[src/rtl/axi4_lite_slave_regfile.sv]
// AXI4-Lite slave register file: NUM_REGS word registers, independent AW/W capture, one B/R beat per request.
// Optional macro AXIL_REGFILE_PROT_CHECK_EN rejects writes whose AWPROT[0] is 0 (unprivileged).
module axi4_lite_slave_regfile #(
  parameter int                    DATA_WIDTH    = 32,
  parameter int                    ADDRESS_WIDTH = 32,
  parameter int                    NUM_REGS      = 8,
  parameter logic [DATA_WIDTH-1:0] RESET_VALUE   = '0
) (
  input  logic                           ACLK,
  input  logic                           ARESETn,
  input  logic [ADDRESS_WIDTH-1:0]       AWADDR,
  input  logic [2:0]                     AWPROT,
  input  logic                           AWVALID,
  output logic                           AWREADY,
  input  logic [DATA_WIDTH-1:0]          WDATA,
  input  logic [DATA_WIDTH/8-1:0]        WSTRB,
  input  logic                           WVALID,
  output logic                           WREADY,
  output logic [1:0]                     BRESP,
  output logic                           BVALID,
  input  logic                           BREADY,
  input  logic [ADDRESS_WIDTH-1:0]       ARADDR,
  input  logic [2:0]                     ARPROT,
  input  logic                           ARVALID,
  output logic                           ARREADY,
  output logic [DATA_WIDTH-1:0]          RDATA,
  output logic [1:0]                     RRESP,
  output logic                           RVALID,
  input  logic                           RREADY,
  output logic [NUM_REGS*DATA_WIDTH-1:0] reg_q,
  output logic [NUM_REGS-1:0]            reg_wr_pulse,
  output logic                           w_state_dbg,
  output logic                           r_state_dbg
);

  localparam int STRB_W = DATA_WIDTH / 8;
  localparam int IDX_W  = $clog2(NUM_REGS);

  // Handshake rule: a beat transfers on a rising edge where VALID and READY are both 1;
  // VALID never waits on READY, and every READY here is a function of flops only.

  typedef enum logic { W_IDLE, W_RESP } w_state_t;
  typedef enum logic { R_IDLE, R_RESP } r_state_t;

  w_state_t              w_state;
  r_state_t              r_state;
  logic [DATA_WIDTH-1:0] regs [NUM_REGS];
  logic                  alive;
  logic                  aw_held;
  logic                  w_held;
  logic                  aw_oor;
  logic [IDX_W-1:0]      aw_idx;
  logic [DATA_WIDTH-1:0] w_data;
  logic [STRB_W-1:0]     w_strb;
  logic                  prot_ok;
  logic                  unused_ok;

  // alive keeps every READY low while reset is asserted without a reset-to-output path.
  assign AWREADY     = alive && !aw_held && !BVALID;
  assign WREADY      = alive && !w_held && !BVALID;
  assign ARREADY     = alive && !RVALID;
  assign w_state_dbg = (w_state == W_RESP);
  assign r_state_dbg = (r_state == R_RESP);

  for (genvar g = 0; g < NUM_REGS; g++) begin : g_reg_q
    assign reg_q[g*DATA_WIDTH +: DATA_WIDTH] = regs[g];
  end

`ifdef AXIL_REGFILE_PROT_CHECK_EN
  logic aw_priv;
  always_ff @(posedge ACLK or negedge ARESETn) begin
    if (!ARESETn)              aw_priv <= 1'b0;
    else if (AWVALID && AWREADY) aw_priv <= AWPROT[0];
  end
  assign prot_ok   = aw_priv;
  assign unused_ok = ^{AWPROT[2:1], ARPROT, AWADDR[1:0], ARADDR[1:0]};
`else
  assign prot_ok   = 1'b1;
  assign unused_ok = ^{AWPROT, ARPROT, AWADDR[1:0], ARADDR[1:0]};
`endif

  always_ff @(posedge ACLK or negedge ARESETn) begin
    if (!ARESETn) begin
      w_state      <= W_IDLE;
      alive        <= 1'b0;
      aw_held      <= 1'b0;
      w_held       <= 1'b0;
      aw_idx       <= '0;
      aw_oor       <= 1'b0;
      w_data       <= '0;
      w_strb       <= '0;
      BVALID       <= 1'b0;
      BRESP        <= 2'b00;
      reg_wr_pulse <= '0;
      for (int i = 0; i < NUM_REGS; i++) regs[i] <= RESET_VALUE;
    end else begin
      alive        <= 1'b1;
      reg_wr_pulse <= '0;
      if (AWVALID && AWREADY) begin
        aw_idx  <= AWADDR[IDX_W+1:2];
        aw_oor  <= (AWADDR >> (IDX_W + 2)) != '0;
        aw_held <= 1'b1;
      end
      if (WVALID && WREADY) begin
        w_data <= WDATA;
        w_strb <= WSTRB;
        w_held <= 1'b1;
      end
      case (w_state)
        W_IDLE: begin
          if (aw_held && w_held) begin
            if (!aw_oor && prot_ok) begin
              for (int b = 0; b < STRB_W; b++)
                if (w_strb[b]) regs[aw_idx][b*8 +: 8] <= w_data[b*8 +: 8];
              reg_wr_pulse[aw_idx] <= 1'b1;
              BRESP <= 2'b00;
            end else begin
              BRESP <= 2'b10;
            end
            BVALID  <= 1'b1;
            w_state <= W_RESP;
          end
        end
        W_RESP: begin
          // Held flags clear with the B beat, so the next AW/W lands a cycle later.
          if (BREADY) begin
            BVALID  <= 1'b0;
            aw_held <= 1'b0;
            w_held  <= 1'b0;
            w_state <= W_IDLE;
          end
        end
        default: w_state <= W_IDLE;
      endcase
    end
  end

  always_ff @(posedge ACLK or negedge ARESETn) begin
    if (!ARESETn) begin
      r_state <= R_IDLE;
      RVALID  <= 1'b0;
      RDATA   <= '0;
      RRESP   <= 2'b00;
    end else begin
      case (r_state)
        R_IDLE: begin
          if (ARVALID && ARREADY) begin
            // regs is sampled before any same-edge write commit lands.
            if ((ARADDR >> (IDX_W + 2)) != '0) begin
              RDATA <= '0;
              RRESP <= 2'b10;
            end else begin
              RDATA <= regs[ARADDR[IDX_W+1:2]];
              RRESP <= 2'b00;
            end
            RVALID  <= 1'b1;
            r_state <= R_RESP;
          end
        end
        R_RESP: begin
          if (RREADY) begin
            RVALID  <= 1'b0;
            r_state <= R_IDLE;
          end
        end
        default: r_state <= R_IDLE;
      endcase
    end
  end

endmodule
[config.mk]
export PLATFORM = sky130hd
export DESIGN_NAME = axi4_lite_slave_regfile
export DESIGN_NICKNAME = d
export VERILOG_FILES = /design/src/rtl/axi4_lite_slave_regfile.sv
export SDC_FILE = /design/constraint.sdc
export NUM_CORES = 1
export LEC_CHECK = 0
export CORE_MARGIN = 3
export CORE_UTILIZATION = 40
export CTS_CLUSTER_SIZE = 28
export DETAILED_ROUTE_END_ITERATION = 8
export GPL_ROUTABILITY_DRIVEN = 0
export HOLD_SLACK_MARGIN = 0.02
export PLACE_DENSITY = 0.78
export SLEW_MARGIN = 10
export SYNTH_ARGS = -nofsm -noshare
export SYNTH_HDL_FRONTEND = slang
export SYNTH_SLANG_ARGS = --single-unit
export TNS_END_PERCENT = 1
[constraint.sdc]
create_clock -name ACLK -period 2.65 [get_ports ACLK]
set_input_delay 0.3975 -clock ACLK [delete_from_list [all_inputs] [get_ports ACLK]]
set_output_delay 0.3975 -clock ACLK [all_outputs]
set_load 0.005 [all_outputs]
==> results of run 1 <==
==> state kept, by name, summed over array words and instances, names as in the netlist, 3 cells and up <==
signal        count
reg_q           256
RDATA            32
reg_wr_pulse      8
w_data           32
w_strb            4
aw_idx            3
==> metrics by stage <==
| stage | worst slack, ns | power, mW | cell area [sq um] |
|---|---|---|---|
| 2_1_floorplan | 0.737 | 8.20 | 14800 |
| 3_3_place_gp | 0.259 | 10.0 | 19600 |
| 3_5_place_dp | 0.234 | 10.1 | 19600 |
| 4_1_cts | 0.244 | 15.6 | 20900 |
| 5_1_grt | 0.132 | 16.2 | 20900 |
| 6_report | 0.286 | 15.5 | 20900 |
==> how the worst min path moves through the flow <==
| stage | cells past startpoint | end |
|---|---|---|
| after floorplan | 0 | BRESP[1]$_DFFE_PN0P_ |
| after global placement | 1 | reg_q[215]$_DFFE_PN0P_ |
| after detailed placement | 1 | reg_q[87]$_DFFE_PN0P_ |
| after CTS | 2 | reg_q[213]$_DFFE_PN0P_ |
| after global routing | 2 | reg_q[87]$_DFFE_PN0P_ |
| final | 2 | reg_q[87]$_DFFE_PN0P_ |
==> logic make-up (layout without fill, tap and decap cells) <==
logic type,after synthesis,in the layout,share of synthesized area
AO/OA/AOI/OAI,40,40,0.0138
buffers and inverters,46,508,0.0153
flip-flops,345,345,0.584
multiplexers,391,391,0.344
other,2,4,0.000508
AND/OR/NAND/NOR,115,115,0.0419
==> what timing repair did <==
| action | in CTS | in global routing |
|---|---|---|
| endpoints found under the hold margin | 53 | 0 |
| buffers inserted | 0 | 0 |
| hold buffers | 1 | 0 |
==> area by class of cell <==
type	instances	area, sq um	share of cell area
flip-flops and latches	345	8630	0.413
multi-input cells	549	5930	0.284
repair buffers	438	4440	0.213
clock buffers	56	1140	0.0546
well taps	461	577	0.0276
clock inverters	10	156	0.00749
inverters	4	15.0	0.000719
diodes	1	2.50	0.000120
==> placed cells by master (no fill, tap or decap), types with 2 or more instances in the layout <==
cell / netlist / layout
nor2b_1: 2 / 2
clkbuf_1: 15 / 7
nand2_1: 65 / 65
mux4_2: 64 / 64
nor3_2: 3 / 3
nand2b_1: 2 / 2
mux2_1: 5 / 5
nand2_2: 4 / 4
bufinv_16: 0 / 4
clkbuf_16: 0 / 39
clkbuf_8: 0 / 10
conb_1: 2 / 3
inv_1: 4 / 4
clkinv_2: 0 / 4
mux2_2: 290 / 290
buf_4: 3 / 21
o21ai_0: 4 / 4
clkdlybuf4s50_1: 0 / 403
o21ai_1: 30 / 30
dfrtp_1: 345 / 345
nor3_1: 2 / 2
a21oi_1: 4 / 4
buf_12: 0 / 11
nor4b_4: 2 / 2
and2_1: 5 / 5
mux2i_1: 32 / 32
nor4_1: 12 / 12
nor2_1: 8 / 8
==> worst max-delay path, stage by stage (launching register included) <==
cell and delay [ns]:
dfrtp_1 0.45, nand4bb_1 0.22, buf_4 0.22, nor4b_4 0.49
nand2_1 0.47, mux2_2 0.41
==> per-layer routing <==
metal / track usage / routed length (um)
met3: 0.0590 / 3470
met5: 0 / 10
met1: 0.294 / 18400
met4: 0.0771 / 1510
met2: 0.400 / 23200
==> power breakdown <==
part / internal [mW] / switching (mW)
clock network: 3.36 / 2.09
logic: 1.87 / 0.950
registers: 6.07 / 1.15
==> metrics, run 1 <==
outcome completed; DIE AREA between 30000 and 40000 sq um; r2r worst-path depth 5; post_cts resized 0; initial DRC count 396; worst-skew pair later-pin latency about 0.52 ns; CTS root buffer clkbuf_16; Synth top cells by count 345 x dfrtp_1, 290 x mux2_2, 65 x nand2_1; Die Ht about 200 um; TNS Setup 0 ns; cell area after synthesis around 15000 sq um; top-count cell post-synth dfrtp_1; TritonCTS Sinks around 350; unrepaired setup endpoints after global routing no; r2r setup slk between 0.2 and 0.3 ns; end-of-flow core utilization 0.580; H-tree depth 2; top_reg_cell synth dfrtp_1; Synth Instances 939; Placeable Area between 30000 and 40000 sq um; syn avg cell area about 16 sq um; Slew Limit Fails 0; Nets between 1000 and 1500; Clock Pin Slew Worst Setup and Hold Paths roughly 0.060 ns; VDD IR max roughly 0.63 mV; grt ovf 0; crit path launch type register; Final ANT Viol Nets 0; I/O pin cnt 420; Finished Layout Cells around 1900; async set or reset register ratio after synthesis 1.00; HP Class input pin to asynchronous set/reset pin; Crit Path Max Fanout 8; Layout area overhead 41.4%; TritonCTS buffer count 38; drt first pass iters 5; top post-synthesis cells by area dfrtp_1 58%, mux2_2 22%, mux4_2 9.8%, mux2i_1 2.2%, nand2_1 1.7%; final worst-path cycle share 0.892; Final Hold Viols 0; Req. time, crit path around 3.1 ns; Yosys top cell area share 0.584; vias in the first global route approximately 11000; crit path launch w_state_dbg$_DFF_PN0_; cell taking the most area after synthesis dfrtp_1; final wirelength approximately 47000 um; Distinct cells, synth 36; Period minus WS final roughly 2.4 ns; hpwl dp about 32000 um; # rows 69; largest net degree at the start of global routing 65; Max-slew headroom 0.609; Max Clock Freq about 420 MHz; WL/cell roughly 25 um; Data arrival, critical path ~2.8 ns; Synth Register Bits around 350; number of synthesized flops with an enable pin 0; Critical Setup Path Class register to register; post-synthesis sequential area ratio 0.584; FILL cells around 2800; reg-to-reg endpoint reg_q[137]$_DFFE_PN0P_; Via density ~5.4; Maximum Capacitance Violations 0; CTS tree built; initial antenna violation count 1; Worst Tran Pin Value roughly 0.59 ns; worst hold slack ~0.4 ns; Clock Tree Buf Depth 3; setup violators final 0; Ys Warns 0; DRC errors left 0; share of cells above drive strength 1 0.329; via count slightly above 10000; PwrDens 742 nW/um^2; PortBufs about 410; crit path capture reg_q[137]$_DFFE_PN0P_; Initial Utilization 0.410; Pleak 9.44 nW; global-route wire length before repair 69300 um; Die Width slightly below 200 um; Inst Count DP roughly 1800; Final Skew about 0.021 ns; Reg-to-Reg Start w_state_dbg$_DFF_PN0_; Worst setup EP type register; GRT Total Usage 0.234
No activity file was read; power rests on OpenSTA's default activity.
==> run 2: changes to the inputs <==
GPL_TIMING_DRIVEN = 0   (was not set)
HOLD_SLACK_MARGIN = not set   (was 0.02)
==> run 2 against run 1 <==
Effect of this change:
- the flow now finishes with violations (setup timing)
- sequential share of layout area about the same
- final cell count is 0.80% higher
- global-route usage is 0.84 points higher
- largest cell class unchanged
==> metrics, run 2 (synthesis gave the netlist of run 1 again) <==
VDD IR max ~0.81 mV; crit path launch type register; area of the multi-input gates between 5000 and 6000 sq um; Slew Limit Fails 0; TritonCTS buffer count 38; worst-skew pair later-pin latency 0.53 ns; PortBufs ~400; Max-slew headroom 0.264; Final ANT Viol Nets 0; I/O pin cnt 420; commonest non-fill, non-tap cell in the layout clkdlybuf4s50_1; failing checks setup timing; grt ovf 0; post-CTS setup buffer count 0; HP Class input pin to asynchronous set/reset pin; initial DRC count 546; Final WS setup -0.0111 ns; Cell Chain, Critical Path nand4bb_1 -> buf_4 -> nor3_2 -> nand2_1 -> mux2_2; DRC errors left 0; Worst Tran Pin Value between 1 and 1.5 ns; M1 WL approximately 20000 um; Maximum Capacitance Violations 0; via count about 10000; # rows 69; Placeable Area approximately 36000 sq um; Die Width between 150 and 200 um; max FFs per register 256; unrepaired setup endpoints after global routing yes; Pleak between 9 and 10 nW; WP buf/inv 1; Initial Utilization 0.410; Slowest Stage Delay on Critical Path about 0.57 ns; largest net degree at the start of global routing between 100 and 150; final worst-path cycle share 1.00; CTS root buffer clkbuf_16; share of cells above drive strength 1 0.324; fin area 20900 sq um; Max Clock Freq about 380 MHz; Data arrival, critical path ~3 ns; outcome finished, violations left; TritonCTS Sinks approximately 350; worst hold slack ~0.33 ns; setup violators final 5; Clock Tree Buf Depth 3; FILL cells between 2000 and 3000; Crit Path Max Fanout 8; area of placed instances 19500 sq um; final wirelength about 50000 um; pre-CTS setup slack -0.263 ns; Final Skew 0.0209 ns; initial antenna violation count 2; GRT Total Usage 0.243; Critical Setup Path Class register to register; most frequent cells in the layout 403 x clkdlybuf4s50_1, 345 x dfrtp_1, 290 x mux2_2; top sig layer met4; PwrDens roughly 760 nW/um^2; CTS tree built; Crit-path slowest cell nor3_2; Nets between 1500 and 2000; H-tree depth 2; hpwl dp between 30000 and 40000 um; register area roughly 8600 sq um; drt first pass iters 4; Worst setup EP type register; global-route wire length before repair 70800 um; DIE AREA slightly below 40000 sq um; Layout area overhead 41.4%; power consumption between 15 and 20 mW; crit-path leading delay family simple AND/OR/NAND/NOR gates; Period minus WS final approximately 2.7 ns; Clock Pin Slew Worst Setup and Hold Paths 0.06 ns; vias in the first global route between 10000 and 15000; Via density 5.46; met3 WL post-DR between 3000 and 4000 um; Req. time, crit path approximately 3.1 ns; Final Hold Viols 0; Die Ht 198 um; WL/cell between 20 and 30 um; met2 WL post-DR 24400 um
run 2: path summary, 6_finish.rpt:
kind	startpoint	end	slack, ns	depth (start not counted)
max in group asynchronous	ARESETn	reg_q[230]$_DFFE_PN0P_	0.49	5
hold / removal	ARESETn	reg_q[23]$_DFFE_PN0P_	0.33	2
setup reg to reg	w_state_dbg$_DFF_PN0_	reg_q[98]$_DFFE_PN0P_	-0.01	5
setup / recovery	w_state_dbg$_DFF_PN0_	reg_q[98]$_DFFE_PN0P_	-0.01	5
hold reg to reg	RDATA[31]$_DFFE_PN0P_	RDATA[31]$_DFFE_PN0P_	0.48	2
min in group ACLK	WDATA[26]	w_data[26]$_DFFE_PN0P_	0.48	2
run 2: timing repair:
| action | 4_1_cts | 5_1_grt |
|---|---|---|
| endpoints found under the setup margin | 99 | 159 |
| gates resized for setup | 5 | 1 |
| gates cloned | 0 | 0 |
| endpoints found under the hold margin | 40 | 0 |
| hold buffers | 1 | 0 |
run 2: area by class of cell:
| type | instances | area share |
|---|---|---|
| multi-input cells | 549 | 0.284 |
| plain buffers | 42 | 0.0105 |
| repair buffers | 408 | 0.198 |
| diodes | 3 | 0.000359 |
| flip-flops and latches | 345 | 0.413 |
| well taps | 461 | 0.0276 |
| inverters | 4 | 0.000719 |
| clock buffers | 50 | 0.0520 |
| clock inverters | 17 | 0.0134 |
run 2: report_power, final:
group	total, mW	switching [mW]	leakage (nW)	internal, mW
Clock	5.77	2.18	0.673	3.58
Combinational	3.00	1.12	4.05	1.88
Sequential	7.12	1.06	4.71	6.06
run 2: routing by layer:
metal,up-vias,global-route usage
met5,-,0
met4,0,0.0702
met3,75,0.0613
met2,382,0.413
met1,5396,0.309
li1,4399,-
run 2: through the flow:
| stage | util | TNS (ns) | cells |
|---|---|---|---|
| 6_report | 0.580 | -0.0341 | 1879 |
| 5_1_grt | 0.580 | -8.86 | 1877 |
| 4_1_cts | 0.580 | -0.189 | 1876 |
| 3_5_place_dp | 0.541 | -18.64 | 1808 |
| 3_3_place_gp | 0.539 | -4672.53 | 1805 |
| 2_1_floorplan | - | 0 | 940 |
